==> config.mk <==
export PLATFORM = sky130hd
export DESIGN_NAME = stump_mem_interface
export DESIGN_NICKNAME = d
export VERILOG_FILES = /design/src/rtl/stump_mem_interface.sv
export SDC_FILE = /design/constraint.sdc
export NUM_CORES = 1
export LEC_CHECK = 0
export ABC_AREA = 0
export ABC_CLOCK_PERIOD_IN_PS = 1800
export BUFFER_PORTS_ARGS = -buffer_cell sky130_fd_sc_hd__buf_2
export CORE_MARGIN = 2
export CORE_UTILIZATION = 45
export CTS_BUF_LIST = sky130_fd_sc_hd__clkbuf_8 sky130_fd_sc_hd__clkbuf_16
export CTS_CLUSTER_DIAMETER = 200
export CTS_CLUSTER_SIZE = 28
export DETAILED_ROUTE_END_ITERATION = 8
export PLACE_DENSITY = 0.83
export SLEW_MARGIN = 20
export SYNTH_ARGS = -nofsm -noshare
export SYNTH_HDL_FRONTEND = slang
export SYNTH_SLANG_ARGS = --single-unit
==> constraint.sdc <==
create_clock -name clk -period 1.8 [get_ports clk]
set_clock_uncertainty 0.15 [all_clocks]
set_input_delay 0.09 -clock clk [delete_from_list [all_inputs] [get_ports clk]]
set_output_delay 0.09 -clock clk [all_outputs]
set_load 0.005 [all_outputs]
==> src/rtl/stump_mem_interface.sv <==
// -----------------------------------------------------------------------------
// stump_mem_interface
//   Memory-stage bus bridge for the Stump processor. Turns the level
//   mem_ren/mem_wen strobes from the control decoder into a req/ack handshake
//   on a variable-latency memory bus. The control FSM is frozen through
//   o_stall until the access completes. Load data is then held in o_rdata
//   for the register writeback path.
//
//   Access sequence: IDLE -> REQ -> DONE -> IDLE. DONE is a single cycle with
//   stall low, so control can leave its MEMORY state.
//
// Optional feature (macro STUMP_MEM_TIMEOUT_EN):
//   When defined, the parameter TIMEOUT (>= 1) is added. A REQ phase that sees
//   no ack for TIMEOUT cycles is aborted. In that case o_rdata is cleared for
//   reads, and o_bus_err pulses high for the DONE cycle.
//   When undefined, REQ waits indefinitely for an ack and o_bus_err is tied 0.
//
// Ports
//   clk          in   clock, rising edge
//   rst          in   asynchronous, active-high reset
//   i_mem_ren    in   read request from control
//   i_mem_wen    in   write request from control (wins if both are high)
//   i_addr       in   access address (ALU result), AW bits
//   i_wdata      in   store data, DW bits
//   o_rdata      out  registered load data, DW bits
//   o_stall      out  freeze control FSM/PC (combinational)
//   o_bus_req    out  bus request, registered
//   o_bus_we     out  1 = write, 0 = read, registered
//   o_bus_addr   out  registered bus address
//   o_bus_wdata  out  registered bus write data
//   i_bus_ack    in   bus completion, only looked at in REQ
//   i_bus_rdata  in   read data, valid with i_bus_ack
//   o_bus_err    out  one-cycle abort flag
// -----------------------------------------------------------------------------
module stump_mem_interface #(
    parameter int AW = 16,
    parameter int DW = 16
`ifdef STUMP_MEM_TIMEOUT_EN
    ,
    parameter int TIMEOUT = 15
`endif
) (
    input  logic          clk,
    input  logic          rst,
    input  logic          i_mem_ren,
    input  logic          i_mem_wen,
    input  logic [AW-1:0] i_addr,
    input  logic [DW-1:0] i_wdata,
    output logic [DW-1:0] o_rdata,
    output logic          o_stall,
    output logic          o_bus_req,
    output logic          o_bus_we,
    output logic [AW-1:0] o_bus_addr,
    output logic [DW-1:0] o_bus_wdata,
    input  logic          i_bus_ack,
    input  logic [DW-1:0] i_bus_rdata,
    output logic          o_bus_err
);

    typedef enum logic [1:0] {
        ST_IDLE = 2'd0,
        ST_REQ  = 2'd1,
        ST_DONE = 2'd2
    } state_t;

    state_t        r_state;
    state_t        w_state_next;
    logic          w_mem_req;
    logic          w_issue;
    logic          w_complete;
    logic          w_abort;
    logic          w_timeout;
    logic          w_stall;

    logic          r_bus_req;
    logic          r_bus_we;
    logic [AW-1:0] r_bus_addr;
    logic [DW-1:0] r_bus_wdata;
    logic [DW-1:0] r_rdata;

    assign w_mem_req = i_mem_ren | i_mem_wen;

`ifdef STUMP_MEM_TIMEOUT_EN
    localparam int CW = $clog2(TIMEOUT + 1);

    logic [CW-1:0] r_to_cnt;
    logic          r_bus_err;

    // The count holds the number of REQ cycles already spent without an ack.
    // It therefore reaches TIMEOUT-1 in the last permitted cycle.
    assign w_timeout = (r_state == ST_REQ) && (r_to_cnt == CW'(TIMEOUT - 1));

    // Timeout counter: cleared on issue, advanced on every un-acked REQ cycle.
    always_ff @(posedge clk or posedge rst) begin
        if (rst) begin
            r_to_cnt <= {CW{1'b0}};
        end else if (w_issue) begin
            r_to_cnt <= {CW{1'b0}};
        end else if ((r_state == ST_REQ) && !i_bus_ack && !w_timeout) begin
            r_to_cnt <= r_to_cnt + {{(CW-1){1'b0}}, 1'b1};
        end
    end

    // The error flag is set on the abort edge, so it is high exactly for DONE.
    always_ff @(posedge clk or posedge rst) begin
        if (rst) begin
            r_bus_err <= 1'b0;
        end else begin
            r_bus_err <= w_abort;
        end
    end

    assign o_bus_err = r_bus_err;
`else
    assign w_timeout = 1'b0;
    assign o_bus_err = 1'b0;
`endif

    // FSM state register.
    always_ff @(posedge clk or posedge rst) begin
        if (rst) begin
            r_state <= ST_IDLE;
        end else begin
            r_state <= w_state_next;
        end
    end

    // FSM next-state and per-cycle action decode.
    always_comb begin
        w_state_next = r_state;
        w_issue      = 1'b0;
        w_complete   = 1'b0;
        w_abort      = 1'b0;
        w_stall      = 1'b0;
        case (r_state)
            ST_IDLE: begin
                if (w_mem_req) begin
                    w_issue      = 1'b1;
                    w_stall      = 1'b1;
                    w_state_next = ST_REQ;
                end else begin
                    w_state_next = ST_IDLE;
                end
            end
            ST_REQ: begin
                w_stall = 1'b1;
                // An ack takes priority over a timeout in the same cycle.
                if (i_bus_ack) begin
                    w_complete   = 1'b1;
                    w_state_next = ST_DONE;
                end else if (w_timeout) begin
                    w_abort      = 1'b1;
                    w_state_next = ST_DONE;
                end else begin
                    w_state_next = ST_REQ;
                end
            end
            ST_DONE: begin
                // Requests still held by control here are ignored, so the
                // access is not issued a second time.
                w_state_next = ST_IDLE;
            end
            default: begin
                w_state_next = ST_IDLE;
            end
        endcase
    end

    // Bus-side registers: latched on issue, released on completion or abort.
    always_ff @(posedge clk or posedge rst) begin
        if (rst) begin
            r_bus_req   <= 1'b0;
            r_bus_we    <= 1'b0;
            r_bus_addr  <= {AW{1'b0}};
            r_bus_wdata <= {DW{1'b0}};
            r_rdata     <= {DW{1'b0}};
        end else if (w_issue) begin
            r_bus_req   <= 1'b1;
            r_bus_we    <= i_mem_wen;
            r_bus_addr  <= i_addr;
            r_bus_wdata <= i_wdata;
        end else if (w_complete) begin
            r_bus_req <= 1'b0;
            if (!r_bus_we) begin
                r_rdata <= i_bus_rdata;
            end
        end else if (w_abort) begin
            r_bus_req <= 1'b0;
            if (!r_bus_we) begin
                r_rdata <= {DW{1'b0}};
            end
        end
    end

    // Stall is forced low while reset is held, even if control is requesting.
    assign o_stall     = w_stall & ~rst;
    assign o_bus_req   = r_bus_req;
    assign o_bus_we    = r_bus_we;
    assign o_bus_addr  = r_bus_addr;
    assign o_bus_wdata = r_bus_wdata;
    assign o_rdata     = r_rdata;

endmodule
==> impl_metrics.toml <==
[status]
status = "finished, final reports clean"

[power_and_ir_drop]
ir_worst_vdd_uv = 806
pwr-share-comb_pct = 37.6
power_density_nw_per_um2 = 1430
p_seq_share_pct = 43.9
p_clk_share_pct = 18.5
power_switching_uw = 1310
p_leak_uw = 0.00159
p_int_uw = 3350
switching_share_pct = 28.1

[floorplanning]
row_count = 24
ios = 105
dieArea_sq_um = 5080
chipHeight_um = 71.3
die_w_um = 71.3
core_area_sq_um = 4350
initial_core_util_pct = 46.8

[global_routing]
grt_max_degree = 30
antenna_found_initial = 0
grt_overflow_total = 0
gr-usage-met1_pct = 22.3
grt.met2_usage_pct = 42.0
grtUsageMet3_pct = 3.09
grt_pass1_wl_mm = 8.29
grt_pass1_vias = 1740
grt_usage_pct = 21.3
busiest_layer = "met2"

[clocking]
numCtsBuffers = 5
cts_buffer_depth = 2
cts_sinks = 52
htreeDepth = 2
clkTransAtPathRegs_ns = 0.09
clock_latency_ns = 0.30
postCtsSetupBuffers = 0
root_buffer = "clkbuf_8"
cts_tree = "built"

[critical_path]
critical_path_buf_inv_count = 1
worstPathArrival_ns = 1.71
r2r_setup_slack_ns = 0.13
critical_path_class = "flip-flop to flip-flop"
worstPathRequired_ns = 1.84
path_delay_family = "buffers and inverters"
timing.rr.start = "r_state[0]$_DFF_PP0_"
end_kind = "flip-flop"
path_cells = "nor2_2 -> nand2_1 -> a22o_1 -> dlygate4sd3_1"
r2r_cells = 4
start_kind = "flip-flop"
timing.rr.end = "o_bus_we$_DFFE_PP0P_"
crit_fanout = 5
slowest_delay_ns = 0.56
slowest_stage = "dlygate4sd3_1"

[timing]
relSlewSlack_pct = 64.9
worst_pin_slew_ns = 0.525
fin_crit_sh_pct = 92.8
fmax_mhz = 599
finalSetupTns_ns = 0
hold_violations = 0
grt_setup_unrepaired = "false"
drv_slew = 0
finalSetupViolations = 0
fin_crit_ns = 1.67

[finish]
syn_to_final_growth_pct = 60.2
layout_common_cells = "103 x buf_2, 52 x dlygate4sd3_1, 52 x dfrtp_1"
final_common_cell = "buf_2"
diodes = 0
drive_gt1_share_pct = 59.2
fin_area_sq_um = 3260
nets = 334

[yosys]
synth_cells = 121
synth_warnings = 0
synth_area_per_cell_sq_um = 16.8
synth-seq-cells = 52
synth.top_cell.area_share_pct = 63.8
synthTopCellsByArea = "dfrtp_1 64%, mux2_2 21%, mux2_4 7.4%, buf_4 1.5%, buf_12 0.98%"
synth_nets = 174
ys_types = 20
yosysTopAreaCell = "dfrtp_1"
synthesis.area_sq_um = 2040
seq_area_frac_synth_pct = 63.8

[routing]
drt_pass1_iterations = 4
routed_via_density = 4.72
drc_errors = 0
drt_first_iter_violations = 21
wl_per_cell_um = 15.2
num_vias = 1575
drt.antenna.violating_nets = 0
drt_wl_total_mm = 5.06

[hold_path]
hp-class = "input port to flip-flop"
min_to = "r_state[0]$_DFF_PP0_"
worstHoldStart = "i_mem_ren"
worstHoldPathCells = 3

[placement]
numPortBuffers = 103
placed_cell_area_sq_um = 2620
dp_hpwl_mm = 3.14
gp_congestion = 0.749

[run]
cap_viol_max_count = 0
==> synthesized netlist by cell type <==
cell type  number
a211o_1         1
a211oi_1        1
a22o_1          1
and3b_1         1
buf_12          1
buf_2           1
buf_4           4
buf_6           1
conb_1          1
dfrtp_1        52
inv_1           1
mux2_2         38
mux2_4         10
nand2_1         1
nand2b_1        1
nor2_1          1
nor2b_1         1
nor2b_4         1
nor3_1          2
o21a_1          1
==> layout make-up <==
type	instances	area, sq um
tap	52	65.1
clock buffer	7	96.3
inverter	1	3.75
fill	292	1090
multi-input combinational	61	669
sequential	52	1300
clock inverter	1	30.0
timing repair buffer	160	1100
==> metrics by stage <==
stage / power [uW] / hold slack, ns / instances / util [%] / setup WS [ns]
after detailed placement: 3700 / 0.0345 / 274 / 60.1 / 0.129
after global placement: 3620 / 0.0158 / 274 / 60.1 / 0.193
after global routing: 4930 / 0.184 / 334 / 75.0 / 0.0402
after CTS: 4680 / 0.129 / 334 / 74.9 / 0.0990
final: 4650 / 0.145 / 334 / 75.0 / 0.129
after floorplan: 2940 / 0.0368 / 121 / - / 0.213
==> what timing repair did <==
action                     CTS  global route
hold endpoints to repair    75             0
setup endpoints to repair    0             1
hold buffers                52             0
gates resized for setup      0             1
==> state kept, by name, summed over array words and instances (netlist names) <==
| signal | cells |
|---|---|
| o_bus_addr | 16 |
| o_bus_req | 1 |
| o_bus_wdata | 16 |
| o_bus_we | 1 |
| o_rdata | 16 |
| r_state | 2 |
==> worst max-delay path by stage <==
stage / depth (start not counted) / from / to / slack, ns
finish: 4 / r_state[0]$_DFF_PP0_ / o_bus_we$_DFFE_PP0P_ / 0.13
global route: 4 / r_state[1]$_DFF_PP0_ / o_bus_we$_DFFE_PP0P_ / 0.04
CTS: 4 / r_state[0]$_DFF_PP0_ / o_bus_addr[14]$_DFFE_PP0P_ / 0.1
detailed placement: 4 / r_state[0]$_DFF_PP0_ / o_bus_addr[14]$_DFFE_PP0P_ / 0.13
global placement: 4 / r_state[1]$_DFF_PP0_ / o_bus_addr[14]$_DFFE_PP0P_ / 0.19
floorplan: 5 / r_state[1]$_DFF_PP0_ / o_bus_addr[0]$_DFFE_PP0P_ / 0.21
==> kinds of logic (layout without fill, tap and decap cells) <==
kind of cell    after synthesis  in the layout  synth area share (%)
flops                        52             52                  63.8
compound gates                4              4                  1.60
buf+inv                       8            169                  3.44
other cells                   1              1                 0.184
simple gates                  8              8                  2.58
mux                          48             48                  28.4
==> metal layers <==
metal	part of all wire, %	vias to the layer above
met1	37	770
met3	5.0	7
met2	56	59
met5	0	-
li1	-	739
met4	1.6	0
==> tightest hold or removal path, delay by kind of cell <==
family,cells,cell delay [ns]
buf+inv,1,0.11
compound gates,1,0.11
simple gates,1,0.24
==> power groups by stage <==
stage	Combinational, uW	Sequential [uW]	Clock [uW]
floorplan	837	2100	0
global placement	1590	2030	0
detailed placement	1650	2060	0
CTS	1750	2040	889
global route	1910	2110	912
finish	1750	2040	862
Power figures use the tool's default switching activity.
